File: src/rtl/systolic_array_pkg.sv
`default_nettype none
// ============================================================================
// Module  : systolic_array_pkg
// Purpose : Shared types and constants for the systolic array output path.
// Rev     : 1.0  initial release
// ============================================================================
package systolic_array_pkg;

    localparam int SA_N          = 4;
    localparam int SA_WIDTH      = 16;
    localparam int FP16_SIGN_BIT = 15;

    typedef enum logic [1:0] {
        IDLE  = 2'd0,
        DRAIN = 2'd1,
        DONE  = 2'd2
    } drain_state_t;

    typedef logic [SA_WIDTH*SA_N-1:0] sa_row_t;

endpackage
`default_nettype wire

File: src/rtl/sa_row_fifo.sv
`default_nettype none
// ============================================================================
// Module  : sa_row_fifo
// Purpose : Small synchronous FIFO holding completed rows awaiting write-out.
//           DEPTH must be a power of two so the pointers wrap naturally.
// Rev     : 1.0  initial release
// ============================================================================
module sa_row_fifo #(
    parameter int DATA_W = 66,
    parameter int DEPTH  = 4
) (
    input  logic              clk,
    input  logic              nRST,
    input  logic              push_i,
    input  logic              pop_i,
    input  logic [DATA_W-1:0] data_i,
    output logic [DATA_W-1:0] data_o,
    output logic              full_o,
    output logic              empty_o
);

    localparam int PTR_W = $clog2(DEPTH);
    localparam int CNT_W = PTR_W + 1;

    logic [DATA_W-1:0] mem_q [DEPTH];
    logic [PTR_W-1:0]  wr_ptr_q;
    logic [PTR_W-1:0]  rd_ptr_q;
    logic [CNT_W-1:0]  count_q;
    logic              push_ok;
    logic              pop_ok;

    // Push is refused when full even if a pop is pending (no bypass).
    assign push_ok = push_i && !full_o;
    assign pop_ok  = pop_i && !empty_o;

    assign full_o  = (count_q == CNT_W'(DEPTH));
    assign empty_o = (count_q == '0);
    assign data_o  = mem_q[rd_ptr_q];

    // Storage array; contents are don't-care while empty, so no reset.
    always_ff @(posedge clk) begin
        if (push_ok) begin
            mem_q[wr_ptr_q] <= data_i;
        end
    end

    // Pointer and occupancy bookkeeping.
    always_ff @(posedge clk or negedge nRST) begin
        if (!nRST) begin
            wr_ptr_q <= '0;
            rd_ptr_q <= '0;
            count_q  <= '0;
        end else begin
            if (push_ok) begin
                wr_ptr_q <= wr_ptr_q + PTR_W'(1);
            end
            if (pop_ok) begin
                rd_ptr_q <= rd_ptr_q + PTR_W'(1);
            end
            case ({push_ok, pop_ok})
                2'b10:   count_q <= count_q + CNT_W'(1);
                2'b01:   count_q <= count_q - CNT_W'(1);
                default: count_q <= count_q;
            endcase
        end
    end

endmodule
`default_nettype wire

File: src/rtl/systolic_output_drain.sv
`default_nettype none
// ============================================================================
// Module  : systolic_output_drain
// Purpose : Captures completed output rows from the systolic array, buffers
//           them, and writes each to memory at base + row_idx*ROW_STRIDE.
//           Pulses done after all N rows of a matrix have been written.
//           Optional macro OUTPUT_RELU_EN clamps negative lanes to zero.
// Rev     : 1.0  initial release
// ============================================================================
module systolic_output_drain
    import systolic_array_pkg::*;
#(
    parameter int N          = 4,
    parameter int WIDTH      = 16,
    parameter int DEPTH      = 4,
    parameter int ADDR_W     = 32,
    parameter int ROW_STRIDE = 8
) (
    input  logic                 clk,
    input  logic                 nRST,
    input  logic                 start,
    input  logic [ADDR_W-1:0]    base_addr,
    input  logic                 row_valid,
    input  logic [$clog2(N)-1:0] row_idx,
    input  logic [WIDTH*N-1:0]   row_data,
    output logic                 row_ready,
    output logic                 wr_valid,
    output logic [ADDR_W-1:0]    wr_addr,
    output logic [WIDTH*N-1:0]   wr_data,
    input  logic                 wr_ready,
    output logic                 busy,
    output logic                 done,
    output logic                 seq_err
);

    localparam int IDX_W   = $clog2(N);
    localparam int CNT_W   = $clog2(N) + 1;
    localparam int ROW_W   = WIDTH * N;
    localparam int ENTRY_W = IDX_W + ROW_W;
    localparam logic [ADDR_W-1:0] STRIDE_A = ADDR_W'(ROW_STRIDE);

    drain_state_t      state_q;
    drain_state_t      state_d;
    logic [ADDR_W-1:0] base_q;
    logic [CNT_W-1:0]  rows_in_q;
    logic [CNT_W-1:0]  wr_cnt_q;
    logic              seq_err_q;

    logic              start_acc;
    logic              push;
    logic              pop;
    logic              fifo_full;
    logic              fifo_empty;
    logic [ROW_W-1:0]  push_data;
    logic [ENTRY_W-1:0] head;
    logic [IDX_W-1:0]  head_idx;
    logic [ROW_W-1:0]  head_data;

    assign start_acc = (state_q == IDLE) && start;
    assign row_ready = (state_q == DRAIN) && !fifo_full && (rows_in_q < CNT_W'(N));
    assign push      = row_valid && row_ready;
    assign pop       = wr_valid && wr_ready;

`ifdef OUTPUT_RELU_EN
    localparam int SIGN_BIT = (WIDTH == 16) ? FP16_SIGN_BIT : WIDTH - 1;
    // Clamp any lane with its sign bit set (including -0 and negative NaN).
    for (genvar k = 0; k < N; k++) begin : g_relu
        assign push_data[k*WIDTH +: WIDTH] =
            row_data[k*WIDTH + SIGN_BIT] ? '0 : row_data[k*WIDTH +: WIDTH];
    end
`else
    assign push_data = row_data;
`endif

    sa_row_fifo #(
        .DATA_W (ENTRY_W),
        .DEPTH  (DEPTH)
    ) u_fifo (
        .clk     (clk),
        .nRST    (nRST),
        .push_i  (push),
        .pop_i   (pop),
        .data_i  ({row_idx, push_data}),
        .data_o  (head),
        .full_o  (fifo_full),
        .empty_o (fifo_empty)
    );

    // Write port is driven straight from the FIFO head; it holds while stalled
    // because the head only moves on a handshake. Zeroed when nothing pending.
    assign head_idx  = head[ENTRY_W-1 -: IDX_W];
    assign head_data = head[ROW_W-1:0];
    assign wr_valid  = !fifo_empty;
    assign wr_data   = fifo_empty ? '0 : head_data;
    assign wr_addr   = fifo_empty ? '0 : (base_q + ADDR_W'(head_idx) * STRIDE_A);
    assign seq_err   = seq_err_q;

    // State register.
    always_ff @(posedge clk or negedge nRST) begin
        if (!nRST) begin
            state_q <= IDLE;
        end else begin
            state_q <= state_d;
        end
    end

    // Next-state logic: finish on the handshake of the N-th write.
    always_comb begin
        state_d = state_q;
        case (state_q)
            IDLE:    if (start) state_d = DRAIN;
            DRAIN:   if (pop && (wr_cnt_q == CNT_W'(N - 1))) state_d = DONE;
            DONE:    state_d = IDLE;
            default: state_d = IDLE;
        endcase
    end

    // State-decoded outputs.
    always_comb begin
        busy = 1'b0;
        done = 1'b0;
        case (state_q)
            DRAIN:   busy = 1'b1;
            DONE:    done = 1'b1;
            default: ;
        endcase
    end

    // Base latch, row/write counters and sticky ordering error.
    always_ff @(posedge clk or negedge nRST) begin
        if (!nRST) begin
            base_q    <= '0;
            rows_in_q <= '0;
            wr_cnt_q  <= '0;
            seq_err_q <= 1'b0;
        end else if (start_acc) begin
            base_q    <= base_addr;
            rows_in_q <= '0;
            wr_cnt_q  <= '0;
            seq_err_q <= 1'b0;
        end else begin
            if (push) begin
                rows_in_q <= rows_in_q + CNT_W'(1);
                if (CNT_W'(row_idx) != rows_in_q) begin
                    seq_err_q <= 1'b1;
                end
            end
            if (pop) begin
                wr_cnt_q <= wr_cnt_q + CNT_W'(1);
            end
        end
    end

endmodule
`default_nettype wire
File: config.mk
export PLATFORM = sky130hd
export DESIGN_NAME = systolic_output_drain
export DESIGN_NICKNAME = d
export VERILOG_FILES = /design/src/rtl/systolic_array_pkg.sv /design/src/rtl/sa_row_fifo.sv /design/src/rtl/systolic_output_drain.sv
export SDC_FILE = /design/constraint.sdc
export NUM_CORES = 1
export LEC_CHECK = 0
export CAP_MARGIN = 20
export CELL_PAD_IN_SITES_DETAIL_PLACEMENT = 2
export CELL_PAD_IN_SITES_GLOBAL_PLACEMENT = 2
export CORE_MARGIN = 4
export CORE_UTILIZATION = 40
export DETAILED_ROUTE_END_ITERATION = 16
export GPL_ROUTABILITY_DRIVEN = 1
export PLACE_DENSITY_LB_ADDON = 0.1
export SLEW_MARGIN = 0
export SYNTH_ARGS = -nofsm -noshare
export SYNTH_HDL_FRONTEND = slang
export SYNTH_HIERARCHICAL = 1
export SYNTH_SLANG_ARGS = --single-unit
File: constraint.sdc
create_clock -name clk -period 4.8 [get_ports clk]
set_input_delay 0.48 -clock clk [delete_from_list [all_inputs] [get_ports clk]]
set_output_delay 0.48 -clock clk [all_outputs]
set_load 0.005 [all_outputs]
Word-level counts from Yosys, hierarchy flattened
Memory sizes are Yosys's and may differ from the RTL's.
Cells that the tools add are included.
Storage, ports and cells
  flip-flop bits (word level): 48
  memory bits (writable): 264
  bits of input ports: 103
  output and inout port bits: 101
  word-level logic and storage cells: 61
  memories: 1
Operators by class
  add/sub/neg operators: 7
  magnitude comparators: 1
  equality and inequality tests: 9
  muxes and demuxes: 17
  reductions and logical operators: 18
Memories
  u_fifo.mem_q: words 4, width 66, rd ports 1, clocked after Yosys merged registers in 0, wr ports 1, line sa_row_fifo.sv:25  | logic [DATA_W-1:0] mem_q [DEPTH];
Operators by type and width (count)
  64-bit two-way mux: 1
  32-bit by 5-bit adder with 32-bit output: 1
  32-bit two-way mux: 1
  3-bit two-way mux: 4
  3-bit by 1-bit adder with 3-bit output, second input constant: 3
  1-bit logical AND: 8
  2-bit nonzero test: 4
  1-bit two-way mux: 7
  3-bit case mux with 2 select lines: 1
  2-bit by 1-bit adder with 2-bit output, second input constant: 2
  2-bit by 1-bit == test with 1-bit output, second input constant: 2
  2-bit == test, second input constant: 2
  2-bit two-way mux: 2
  2-bit case mux with 2 select lines: 1
  2-bit AND reduction: 2
  3-bit by 2-bit == test with 1-bit output, second input constant: 1
  3-bit == test, second input constant: 1
  3-bit logical NOT: 1
  3-bit < comparator, second input constant: 1
  2-bit by 3-bit inequality test with 1-bit output: 1
  3-bit by 1-bit subtractor with 3-bit output, second input constant: 1
  1-bit logical NOT: 2
  2-bit logical NOT: 1
  2-bit by 1-bit inequality test with 1-bit output, second input constant: 1
  2-bit inequality test, second input constant: 1

Depth between registers and ports, before layout
Gate-level depths: netlist (run 1).
  depth after elaboration: 8
  depth in mapped cells: 12
  depth with buffers taken out: 11

Hierarchy
The synthesis (run 1) kept the hierarchy.
Modules (own cells, without submodules)
  sa_row_fifo: instances 1, cells each 382, area each 9960.8 µm², sequential area each 8102.8 µm²
  systolic_output_drain: instances 1, cells each 320, area each 2899.0 µm², sequential area each 1026.0 µm²

Least setup slack after synthesis (run 1)
OpenSTA, ideal clock, no wires.
  path type: register to register
  from: register u_fifo.count_q[2]
  to: memory u_fifo.mem_q[0][0] (enable)
  setup time: 0.431 ns
  arrival time: 3.252 ns
  data required time: 4.369 ns
  setup slack: 1.117 ns
  stages on the path, launching flop included: 7
  buffers on the path: 1
  clock period less this slack: 3.683 ns
  path through: dfrtp_1 > nor3b_1 > nor4b_1 > and2_1 > clkbuf_1 > nor2b_1 > and2_1
Between the ends
  cells in the longest elaborated chain, start to end: 8
RTL lines
  from (decl): line sa_row_fifo.sv:28  | logic [CNT_W-1:0] count_q;
  from (signal assigned): line sa_row_fifo.sv:61  | 2'b10: count_q <= count_q + CNT_W'(1);
  from (signal assigned): line sa_row_fifo.sv:62  | 2'b01: count_q <= count_q - CNT_W'(1);
  from (signal assigned): line sa_row_fifo.sv:63  | default: count_q <= count_q;
  3-bit == test: line sa_row_fifo.sv:36  | assign full_o = (count_q == CNT_W'(DEPTH));
  named net fifo_full: line systolic_output_drain.sv:52  | logic fifo_full;
  1-bit logical NOT: line systolic_output_drain.sv:60  | assign row_ready = (state_q == DRAIN) && !fifo_full && (rows_in_q < CNT_W'(N));
  1-bit logical AND (2 in series): line systolic_output_drain.sv:60
  named net row_ready: line systolic_output_drain.sv:26  | output logic row_ready,
  1-bit logical AND: line systolic_output_drain.sv:61  | assign push = row_valid && row_ready;
  named net push: line systolic_output_drain.sv:50  | logic push;
  1-bit logical AND: line sa_row_fifo.sv:33  | assign push_ok = push_i && !full_o;
  1-bit two-way mux: line sa_row_fifo.sv:42  | if (push_ok) begin
  1-bit two-way mux (implied by the code): line sa_row_fifo.sv:43  | mem_q[wr_ptr_q] <= data_i;
  to (decl): line sa_row_fifo.sv:25
The timed path passes the listed nets, and every way through them passes these cells.

Worst setup path after layout (run 1)
  from: register u_fifo.rd_ptr_q[0]
  to: output port wr_addr[18]
Between the ends
  cells in the longest elaborated chain, start to end: 3
RTL lines
  from (decl): line sa_row_fifo.sv:27  | logic [PTR_W-1:0] rd_ptr_q;
  from (signal assigned): line sa_row_fifo.sv:58  | rd_ptr_q <= rd_ptr_q + PTR_W'(1);
  memory read 4 x 66 bit
  named net head[65]: line systolic_output_drain.sv:55  | logic [ENTRY_W-1:0] head;
  32-bit by 5-bit adder with 32-bit output: line systolic_output_drain.sv:95  | assign wr_addr = fifo_empty ? '0 : (base_q + ADDR_W'(head_idx) * STRIDE_A);
  32-bit two-way mux: line systolic_output_drain.sv:95
  to (decl): line systolic_output_drain.sv:28  | output logic [ADDR_W-1:0] wr_addr,
The timed path passes the listed nets, and every way through them passes these cells.

==> results of run 1 <==
==> logic make-up after synthesis <==
group | Yosys count | share of synthesized area
AND/OR/NAND/NOR | 162 | 0.0761
flip-flops | 312 | 0.710
multiplexers | 98 | 0.143
AO/OA/AOI/OAI | 46 | 0.0214
adder cells (fa/ha/maj) | 12 | 0.0128
XOR/XNOR | 18 | 0.0123
buffers and inverters | 54 | 0.0242
==> sequential cells by signal (all words and copies together) (netlist names) <==
signal           flops
base_q              32
wr_cnt_q             3
rows_in_q            3
u_fifo/wr_ptr_q      2
u_fifo/mem_q       264
u_fifo/count_q       3
u_fifo/rd_ptr_q      2
seq_err              1
state_q              2
==> Yosys cell counts (all sizes together) (12+ instances only) <==
cell type,n,area (um^2)
nor2,19,71.3
a21oi,19,95.1
mux4,66,1490
inv,15,56.3
edfxtp,264,7930
buf,18,166
dfrtp,48,1200
mux2,29,327
or4,12,95.1
nand2,16,60.1
nor2b,76,475
clkbuf,21,88.8
==> metal layers <==
metal | wire length [um] | global-route usage
met1 | 13500 | 0.241
met2 | 16500 | 0.321
met3 | 1800 | 0.0414
met4 | 423 | 0.0407
met5 | 26 | 0
==> area by class of cell <==
class	instances	share of cell area
repair buffers	213	0.130
flip-flops and latches	312	0.556
multi-input cells	336	0.209
diodes	2	0.000304
well taps	402	0.0306
clock buffers	45	0.0601
inverters	15	0.00343
clock inverters	20	0.0110
==> worst max-delay path, cell delays in order, from the launching register on <==
cell                              delay [ns]
sky130_fd_sc_hd__dfrtp_4                0.44
sky130_fd_sc_hd__mux4_2                 0.54
sky130_fd_sc_hd__ha_1                   0.30
sky130_fd_sc_hd__a21oi_1                0.14
sky130_fd_sc_hd__or4_1                  0.82
sky130_fd_sc_hd__or4_1                  0.62
sky130_fd_sc_hd__a21oi_1                0.17
sky130_fd_sc_hd__clkdlybuf4s50_1        0.54
==> layout by cell type (no fill, tap or decap), types with 11 or more instances in the layout <==
cell | synthesis | final
sky130_fd_sc_hd__clkdlybuf4s50_1 | 0 | 202
sky130_fd_sc_hd__o31ai_1 | 11 | 11
sky130_fd_sc_hd__mux2_2 | 29 | 29
sky130_fd_sc_hd__inv_1 | 15 | 15
sky130_fd_sc_hd__nor2b_1 | 76 | 76
sky130_fd_sc_hd__clkbuf_16 | 0 | 38
sky130_fd_sc_hd__dfrtp_1 | 48 | 46
sky130_fd_sc_hd__nor2_1 | 19 | 19
sky130_fd_sc_hd__nand2_1 | 16 | 16
sky130_fd_sc_hd__mux4_2 | 66 | 66
sky130_fd_sc_hd__a21oi_1 | 19 | 19
sky130_fd_sc_hd__edfxtp_1 | 264 | 264
==> final timing paths <==
kind	startpoint	to	slack, ns	depth (start not counted)
worst max register to register	u_fifo/count_q[2]	u_fifo/mem_q[2][8]	1.62	5
worst min register to register	base_q[2]	base_q[2]	0.50	1
worst max-delay path	u_fifo/rd_ptr_q[0]	wr_addr[18]	0.24	7
min in group clk	base_q[2]	base_q[2]	0.50	1
max in group asynchronous	nRST	u_fifo/rd_ptr_q[0]	3.60	3
worst min-delay path	nRST	base_q[13]	0.39	2
==> per-stage QoR <==
step / instances / total power [mW] / setup slack, ns / instance area, um^2 / hold slack (ns)
6_report: 1345 / 10.6 / 0.244 / 16400 / 0.388
5_1_grt: 1344 / 11.3 / 0.0182 / 16400 / 0.416
4_1_cts: 1342 / 10.8 / 0.207 / 16400 / 0.378
3_5_place_dp: 1276 / 8.07 / 0.780 / 15200 / 0.365
3_3_place_gp: 1276 / 7.90 / 0.865 / 15200 / 0.352
2_1_floorplan: 702 / 6.03 / 1.12 / 12900 / 0.184
==> report_power, final <==
part / internal, mW / switching [mW] / leakage (nW)
Clock: 1.62 / 1.06 / 0.576
Sequential: 3.58 / 0.335 / 2.97
Combinational: 2.26 / 1.77 / 1.99
==> results.rst, run 1 <==
.. list-table::
   :header-rows: 1

   * - Metric
     - Value
   * - Share of final-layout standard cells stronger than drive strength 1
     - 0.180
   * - Deepest clock path buffer count
     - 3
   * - WL final
     - 32300 um
   * - P_leak
     - 5.53 nW
   * - Power per cell area
     - 646 nW/um^2
   * - Sequential element share of the synthesized area
     - 0.710
   * - Number of enable flip-flop cells after synthesis
     - 264
   * - Final global-route overflow total
     - 0
   * - Launching element type of the critical path
     - flip-flop
   * - Required time reported for the critical path endpoint
     - 4.32 ns
   * - Setup-violating endpoint count in the final report
     - 0
   * - Pin count of the biggest net entering global routing
     - 99
   * - Die span in y
     - 187 um
   * - Placeable core area
     - roughly 32000 um^2
   * - FF/Latch Area
     - 9140 um^2
   * - Status
     - finished clean
   * - Total CTS buffers
     - 36
   * - Post-layout minimum cycle time
     - 4.56 ns
   * - Clock tree from TritonCTS
     - built
   * - Worst IR Drop VDD
     - 373 uV
   * - Remaining routing DRC violations
     - 0
   * - Register bit count reported by yosys
     - about 310
   * - Number of vias per cell
     - 5.30
   * - Final standard cell utilization of the core
     - 0.520
   * - Via count
     - 7123
   * - Net count of the mapped netlist
     - 817
   * - Number of slew-limit violations in the final report
     - 0
   * - Post-CTS Hold Buffers
     - 1
   * - Fraction of registers with async set/reset
     - 0.154
   * - Max-cap check violation count
     - 0
   * - Sum Neg Setup Slack
     - 0 ns
   * - Starting density of the core
     - 0.406
   * - Combined area of the multi-input logic cells
     - between 3000 and 4000 um^2
   * - H-tree depth reported by CTS
     - 2
   * - Area of the die
     - 35100 um^2
   * - Slew at the pin with the worst max-slew slack
     - between 1 and 1.5 ns
   * - Initial antenna violation count
     - 3
   * - Mapped Cells
     - 702
   * - Crit path kind
     - reg2out
   * - Type of element capturing the critical path
     - output port
   * - Remaining number of nets flagged by the antenna check after routing
     - 0
   * - Clk slew on worst S/H paths
     - 0.06 ns
   * - Worst slew margin relative to its limit
     - 0.280
   * - Path category of the worst min-delay check
     - in2async
   * - Global-route wire length before repair
     - between 50000 and 60000 um
   * - Boundary Pins
     - 204
   * - Final Hold Vio Count
     - 0
   * - DP Wirelength
     - 20100 um
   * - Avg Synthesized Cell Area
     - about 18 um^2
   * - Combined global-route utilization of all metal layers
     - 0.185
   * - Area of the mapped netlist
     - 12900 um^2
   * - PortBufs
     - 203
   * - Detail-routed net length per standard cell
     - 24.0 um
   * - Total clock sinks
     - 312
   * - Resized cells post-CTS
     - 0
   * - Endpoint arrival time on the critical path
     - 4.08 ns
   * - Prevailing post-synth register cell
     - sky130_fd_sc_hd__edfxtp_1
   * - Yosys synthesis warning count
     - 6
   * - Drt first pass iters
     - 4
   * - Width of the chip
     - 187 um
   * - Clock insertion delay at the later pin of the skew report
     - 0.51 ns
   * - Unique cell type count in the Yosys netlist
     - between 40 and 50
   * - Layout filler cell count
     - 2835
   * - Number of global-route vias before repair
     - 8173
   * - Initial drt markers
     - around 400
   * - Number of placement rows
     - 65
   * - Syn-to-layout area delta
     - 27.8%
   * - Worst setup skew after layout
     - roughly 0.018 ns
   * - Final critical-path share of the clock period
     - 0.949
   * - Post-layout net count
     - 1029
   * - Number of post-CTS setup repair buffers
     - 0
   * - Global placer's final weighted congestion
     - 0.742
   * - Maximum clock frequency
     - 219 MHz
   * - CTS root buf
     - sky130_fd_sc_hd__clkbuf_16
   * - Worst-path maximum fanout
     - 18
   * - RSZ-0062 raised after global routing
     - false
(Power assumes the default switching activity.)
==> inputs of run 2 (changes only) <==
Settings changed: CORE_UTILIZATION 40 to 47, DONT_BUFFER_PORTS set to 1.
==> results.rst, run 2 (synthesized netlist as in run 1, its figures left out) <==
.. list-table::
   :header-rows: 1

   * - Metric
     - Value
   * - Maximum clock frequency
     - 245 MHz (was 219 MHz)
   * - Worst reg2reg endpoint
     - u_fifo/mem_q[1][32] (was u_fifo/mem_q[2][8])
   * - Final Hold Vio Count
     - 0 (unchanged)
   * - Status
     - finished clean (unchanged)
   * - Drt first pass iters
     - 4 (unchanged)
   * - DP Wirelength
     - 18400 um (was 20100 um)
   * - Start point of the critical path
     - u_fifo/rd_ptr_q[0] (unchanged)
   * - Initial antenna violation count
     - 0 (was 3)
   * - Type of element capturing the critical path
     - output port (unchanged)
   * - Final critical-path share of the clock period
     - 0.849 (was 0.949)
   * - Required time reported for the critical path endpoint
     - 4.32 ns (about the same)
   * - Boundary Pins
     - 204 (unchanged)
   * - Worst-path maximum fanout
     - 18 (unchanged)
   * - PortBufs
     - 0 (was 203)
   * - Global-route wire length before repair
     - 45000 um (was 51000 um)
   * - Total clock sinks
     - 312 (unchanged)
   * - Max-cap check violation count
     - 0 (unchanged)
   * - Width of the chip
     - 173 um (was 187 um)
   * - Deepest clock path buffer count
     - 3 (unchanged)
   * - Remaining number of nets flagged by the antenna check after routing
     - 0 (unchanged)
   * - FF-to-FF Start
     - u_fifo/count_q[2] (unchanged)
   * - Detail-routed net length per standard cell
     - 27.1 um (was 24.0 um)
   * - Worst setup skew after layout
     - 0.0229 ns (was 0.0179 ns)
   * - Via count
     - 6306 (was 7123)
   * - Total CTS buffers
     - 35 (was 36)
   * - Worst IR Drop VDD
     - 361 uV (was 373 uV)
   * - Area of the die
     - 30100 um^2 (was 35100 um^2)
   * - H-tree depth reported by CTS
     - 2 (unchanged)
   * - Remaining routing DRC violations
     - 0 (unchanged)
   * - RSZ-0062 raised after global routing
     - false (unchanged)
   * - Total power after layout
     - 9.14 mW (was 10.6 mW)
   * - Reg-to-reg slack, setup
     - 1.34 ns (was 1.62 ns)
   * - Layout filler cell count
     - 2291 (was 2835)
   * - Clock tree from TritonCTS
     - built (unchanged)
   * - Number of post-CTS setup repair buffers
     - 0 (unchanged)
   * - Most common library cell in the layout ignoring fill and taps
     - sky130_fd_sc_hd__edfxtp_1 (unchanged)
   * - Setup-violating endpoint count in the final report
     - 0 (unchanged)
   * - Count of antenna diodes in the layout
     - 0 (was 2)
   * - Placeable core area
     - 27000 um^2 (was 31600 um^2)
   * - Pin count of the biggest net entering global routing
     - 67 (was 99)
   * - Die span in y
     - 173 um (was 187 um)
   * - Global placer's final weighted congestion
     - 0.799 (was 0.742)
   * - Number of slew-limit violations in the final report
     - 0 (unchanged)
   * - Commonest cells after routing, fill and taps aside
     - 264 x sky130_fd_sc_hd__edfxtp_1, 76 x sky130_fd_sc_hd__nor2b_1, 66 x sky130_fd_sc_hd__mux4_2 (was 264 x sky130_fd_sc_hd__edfxtp_1, 202 x sky130_fd_sc_hd__clkdlybuf4s50_1, 76 x sky130_fd_sc_hd__nor2b_1)
   * - Number of vias per cell
     - 5.87 (was 5.30)
   * - Slew at the pin with the worst max-slew slack
     - 1.06 ns (was 1.08 ns)
   * - Number of placement rows
     - 60 (was 65)
   * - Syn-to-layout area delta
     - 10.8% (was 27.8%)
   * - Power per cell area
     - 642 nW/um^2 (was 646 nW/um^2)
   * - Register containing the most flip-flops in the final layout
     - u_fifo/mem_q (unchanged)
   * - P_leak
     - 4.71 nW (was 5.53 nW)
   * - CTS root buf
     - sky130_fd_sc_hd__clkbuf_16 (unchanged)
   * - Clk slew on worst S/H paths
     - 0.06 ns (about the same)
   * - Launching element type of the critical path
     - flip-flop (unchanged)
   * - Number of global-route vias before repair
     - 7070 (was 8173)
   * - Endpoint arrival time on the critical path
     - 3.59 ns (was 4.08 ns)
   * - Sum Neg Setup Slack
     - 0 ns (unchanged)
   * - Path category of the worst min-delay check
     - in2reg (was in2async)
   * - Capturing instance or port of the critical path
     - wr_addr[22] (was wr_addr[18])
   * - Combined global-route utilization of all metal layers
     - 0.193 (was 0.185)
   * - Share of final-layout standard cells stronger than drive strength 1
     - 0.224 (was 0.180)
   * - Post-layout net count
     - 825 (was 1029)
   * - Final global-route overflow total
     - 0 (unchanged)
   * - Cell count of the worst reg-to-reg path
     - 5 (unchanged)
   * - Starting density of the core
     - 0.477 (was 0.406)
   * - Largest registers
     - u_fifo/mem_q x264, base_q x32 (unchanged)
   * - Clock insertion delay at the later pin of the skew report
     - 0.52 ns (was 0.51 ns)
   * - Worst slew margin relative to its limit
     - 0.292 (was 0.280)
   * - Initial drt markers
     - 383 (was 401)
   * - Startpoint of the tightest hold check path
     - row_data[7]
   * - WL final
     - 29200 um (was 32300 um)
   * - Post-layout minimum cycle time
     - 4.07 ns (was 4.56 ns)
   * - Crit path kind
     - reg2out (unchanged)
   * - Max FFs per register
     - 264 (unchanged)
run 2: cell count changes in the layout (fill, tap and decap cells not counted):
cell                              before  now
sky130_fd_sc_hd__clkinv_1              8    4
sky130_fd_sc_hd__buf_12                2    0
sky130_fd_sc_hd__clkbuf_8              1    0
sky130_fd_sc_hd__clkbuf_16            38   36
sky130_fd_sc_hd__buf_16                0    2
sky130_fd_sc_hd__inv_6                 0    1
sky130_fd_sc_hd__diode_2               2    0
sky130_fd_sc_hd__clkbuf_1              6    9
sky130_fd_sc_hd__clkinv_4              1    0
sky130_fd_sc_hd__bufinv_16             3    2
sky130_fd_sc_hd__buf_2                 1    0
sky130_fd_sc_hd__clkdlybuf4s50_1     202    0
run 2: timing repair:
item	in CTS	in global routing
gates resized for setup	0	0
hold endpoints to repair	48	0
endpoints found under the setup margin	0	0
hold buffers	2	0
run 2: worst min-delay path by stage:
stage | end | cells past startpoint
6_report | u_fifo/mem_q[2][7] | 0
5_1_grt | u_fifo/mem_q[3][24] | 0
4_1_cts | u_fifo/mem_q[1][6] | 0
3_5_place_dp | base_q[13] | 0
3_3_place_gp | base_q[13] | 0
2_1_floorplan | base_q[0] | 0
run 2: worst max-delay path, stage by stage (launching register included):
cell and delay, ns:
sky130_fd_sc_hd__dfrtp_4 0.43, sky130_fd_sc_hd__mux4_2 0.54, sky130_fd_sc_hd__ha_1 0.30, sky130_fd_sc_hd__a21oi_1 0.13, sky130_fd_sc_hd__or4_1 0.83, sky130_fd_sc_hd__or4b_1 0.60, sky130_fd_sc_hd__a21oi_1 0.25
run 2: per-stage QoR:
stage               setup WS (ns)  utilization  instance area, um^2  hold slack [ns]  std cells
global route                0.544        0.529                14200           0.0327       1074
detailed placement           1.23        0.486                13100            0.186       1011
finish                      0.726        0.529                14200           0.0558       1074
CTS                         0.686        0.528                14200           0.0344       1073
global placement             1.34        0.486                13100            0.186       1011
floorplan                    1.12            -                12900            0.184        702
run 2: area by class of cell:
type | instances | area [um^2] | share of cell area
Multi-Input combinational cell | 336 | 3440 | 0.241
Timing Repair Buffer | 10 | 118 | 0.00826
Clock buffer | 45 | 935 | 0.0656
Tap cell | 341 | 427 | 0.0299
Sequential cell | 312 | 9140 | 0.641
Inverter | 15 | 56.3 | 0.00395
Clock inverter | 15 | 135 | 0.00949
run 2: metal layers:
layer  wire, um  GRT usage  vias to the layer above
met5          0          0                        -
met4        557     0.0496                        0
met3       2080     0.0606                       41
met2      14800      0.326                      194
met1      11800      0.245                     3321
li1           -          -                     2750
run 2: power breakdown:
| group | total, mW | internal, mW | switching (mW) | leakage, nW |
|---|---|---|---|---|
| Combinational | 2.73 | 1.20 | 1.53 | 1.21 |
| Clock | 2.49 | 1.48 | 1.01 | 0.528 |
| Sequential | 3.92 | 3.58 | 0.340 | 2.97 |
==> inputs of run 3 (changes only) <==
Settings changed: CORE_UTILIZATION 47 to 42.
Clock period 4.8 ns to 3.3 ns, I/O delays scaled along.
==> results.rst, run 3 (synthesized netlist as in run 1, its figures left out) <==
.. list-table::
   :header-rows: 1

   * - Metric
     - Value
   * - Drt first pass iters
     - 6 (was 4)
   * - Total CTS buffers
     - 36 (was 35)
   * - Combined global-route utilization of all metal layers
     - 0.197 (was 0.193)
   * - Die span in y
     - 183 um (was 173 um)
   * - Start point of the critical path
     - u_fifo/rd_ptr_q[0] (unchanged)
   * - Global-route wire length before repair
     - 50900 um (was 45000 um)
   * - Clock insertion delay at the later pin of the skew report
     - 0.52 ns (about the same)
   * - CTS root buf
     - sky130_fd_sc_hd__clkbuf_16 (unchanged)
   * - Remaining routing DRC violations
     - 0 (unchanged)
   * - Sum Neg Setup Slack
     - -2.33 ns (was 0 ns)
   * - Initial antenna violation count
     - 2 (was 0)
   * - Boundary Pins
     - 204 (unchanged)
   * - Worst slew margin relative to its limit
     - 0.528 (was 0.292)
   * - Detail-routed net length per standard cell
     - 26.5 um (was 27.1 um)
   * - Crit path kind
     - reg2out (unchanged)
   * - Share of final-layout standard cells stronger than drive strength 1
     - 0.277 (was 0.224)
   * - Final standard cell utilization of the core
     - 0.532 (was 0.529)
   * - Worst setup skew after layout
     - 0.0245 ns (was 0.0229 ns)
   * - Maximum clock frequency
     - 285 MHz
   * - Worst reg2reg endpoint
     - u_fifo/count_q[2] (was u_fifo/mem_q[1][32])
   * - Deepest clock path buffer count
     - 3 (unchanged)
   * - Total clock sinks
     - 312 (unchanged)
   * - Required time reported for the critical path endpoint
     - 2.97 ns (was 4.32 ns)
   * - Final standard cell area without fillers
     - 15900 um^2 (was 14200 um^2)
   * - Largest registers
     - u_fifo/mem_q x264, base_q x32 (unchanged)
   * - Setup-violating endpoint count in the final report
     - 18 (was 0)
   * - Type of element capturing the critical path
     - output port (unchanged)
   * - Worst slack at placement
     - 0.0690 ns (was 1.23 ns)
   * - Post-layout net count
     - 952 (was 825)
   * - Worst IR Drop VDD
     - 506 uV (was 361 uV)
   * - PortBufs
     - 0 (unchanged)
   * - Syn-to-layout area delta
     - 24.0% (was 10.8%)
   * - Placed instance area
     - 13300 um^2 (was 13100 um^2)
   * - Area of the die
     - 33500 um^2 (was 30100 um^2)
   * - Final global-route overflow total
     - 0 (unchanged)
   * - WL final
     - 33300 um (was 29200 um)
   * - H-tree depth reported by CTS
     - 2 (unchanged)
   * - Launching element type of the critical path
     - flip-flop (unchanged)
   * - Number of placement rows
     - 63 (was 60)
   * - Number of vias per cell
     - 5.51 (was 5.87)
   * - Cell count of the worst reg-to-reg path
     - 12 (was 5)
   * - Post-layout minimum cycle time
     - 3.51 ns
   * - Number of global-route vias before repair
     - 8025 (was 7070)
   * - Reg-to-reg slack, setup
     - 0.59 ns (was 1.34 ns)
   * - DP Wirelength
     - 19400 um (was 18400 um)
   * - Commonest cells after routing, fill and taps aside
     - 264 x sky130_fd_sc_hd__edfxtp_1, 99 x sky130_fd_sc_hd__dlygate4sd3_1, 76 x sky130_fd_sc_hd__nor2b_1 (was 264 x sky130_fd_sc_hd__edfxtp_1, 76 x sky130_fd_sc_hd__nor2b_1, 66 x sky130_fd_sc_hd__mux4_2)
   * - Final critical-path share of the clock period
     - 1.07
   * - Power per cell area
     - 888 nW/um^2 (was 642 nW/um^2)
   * - Worst-path maximum fanout
     - 7 (was 18)
   * - Number of slew-limit violations in the final report
     - 0 (unchanged)
   * - Initial drt markers
     - 349 (was 383)
   * - Max-cap check violation count
     - 0 (unchanged)
   * - Most common library cell in the layout ignoring fill and taps
     - sky130_fd_sc_hd__edfxtp_1 (unchanged)
   * - Register containing the most flip-flops in the final layout
     - u_fifo/mem_q (unchanged)
   * - P_leak
     - 5.38 nW (was 4.71 nW)
   * - Capturing instance or port of the critical path
     - wr_addr[22] (unchanged)
   * - Clock tree from TritonCTS
     - built (unchanged)
   * - Via count
     - 6917 (was 6306)
   * - Starting density of the core
     - 0.429 (was 0.477)
   * - Remaining number of nets flagged by the antenna check after routing
     - 0 (unchanged)
   * - FF-to-FF Start
     - u_fifo/count_q[2] (unchanged)
   * - Clk slew on worst S/H paths
     - 0.06 ns (about the same)
   * - Max FFs per register
     - 264 (unchanged)
   * - Layout filler cell count
     - 2546 (was 2291)
   * - Endpoint arrival time on the critical path
     - 3.18 ns (was 3.59 ns)
   * - Failing checks
     - setup timing
   * - Worst Hold Path Cells
     - 2 (was 0)
   * - Global placer's final weighted congestion
     - 0.807 (was 0.799)
   * - Status
     - complete, but fails checks (was finished clean)
   * - Width of the chip
     - 183 um (was 173 um)
   * - Placeable core area
     - 30000 um^2 (was 27000 um^2)
   * - Slew at the pin with the worst max-slew slack
     - 0.705 ns (was 1.06 ns)
   * - Worst Setup Slack, final
     - -0.215 ns (was 0.726 ns)
   * - RSZ-0062 raised after global routing
     - true (was false)
   * - Path category of the worst min-delay check
     - in2reg (unchanged)
   * - Final Hold Vio Count
     - 0 (unchanged)
   * - Pin count of the biggest net entering global routing
     - 58 (was 67)
run 3: through the flow:
step | hold WS (ns) | power [mW] | std cells
floorplan | 0.0344 | 8.75 | 702
global route | 0.189 | 15.0 | 1256
CTS | 0.185 | 14.2 | 1252
detailed placement | 0.0361 | 10.0 | 1075
global placement | 0.0366 | 9.81 | 1075
finish | 0.205 | 14.2 | 1256
run 3: final cells by class:
cell class | instances | area (um^2) | share of cell area
clock buffers | 46 | 948 | 0.0595
clock inverters | 19 | 155 | 0.00973
diodes | 2 | 5.00 | 0.000314
flip-flops and latches | 312 | 9140 | 0.573
inverters | 15 | 56.3 | 0.00353
well taps | 390 | 488 | 0.0306
multi-input cells | 337 | 3790 | 0.238
repair buffers | 135 | 1370 | 0.0859
run 3: power by group:
group / internal (mW) / switching [mW]
Sequential: 5.19 / 0.547
Clock: 2.19 / 1.53
Combinational: 2.11 / 2.59
run 3: routing by layer:
layer	track usage	wire, um
met1	0.240	13100
met2	0.352	17400
met5	0	0
met4	0.0453	629
met3	0.0532	2200
run 3: worst min-delay path by stage:
stage,startpoint,to,slack [ns]
6_report,start,seq_err,0.20
5_1_grt,start,seq_err,0.19
4_1_cts,start,seq_err,0.18
3_5_place_dp,nRST,state_q[0],0.04
3_3_place_gp,nRST,state_q[1],0.04
2_1_floorplan,nRST,base_q[0],0.03
run 3: worst max-delay path, cell delays in order (launching register included):
cell,delay [ns]
sky130_fd_sc_hd__dfrtp_4,0.45
sky130_fd_sc_hd__mux4_2,0.55
sky130_fd_sc_hd__ha_4,0.30
sky130_fd_sc_hd__a21oi_4,0.06
sky130_fd_sc_hd__or4_4,0.60
sky130_fd_sc_hd__or4b_4,0.53
sky130_fd_sc_hd__a21oi_4,0.19
run 3: timing repair:
action	in CTS	in global routing
buffers inserted	11	2
endpoints found under the setup margin	19	19
hold buffers	100	0
resized for setup	55	21
hold endpoints to repair	344	0
pin swaps	25	8
cloned	1	0
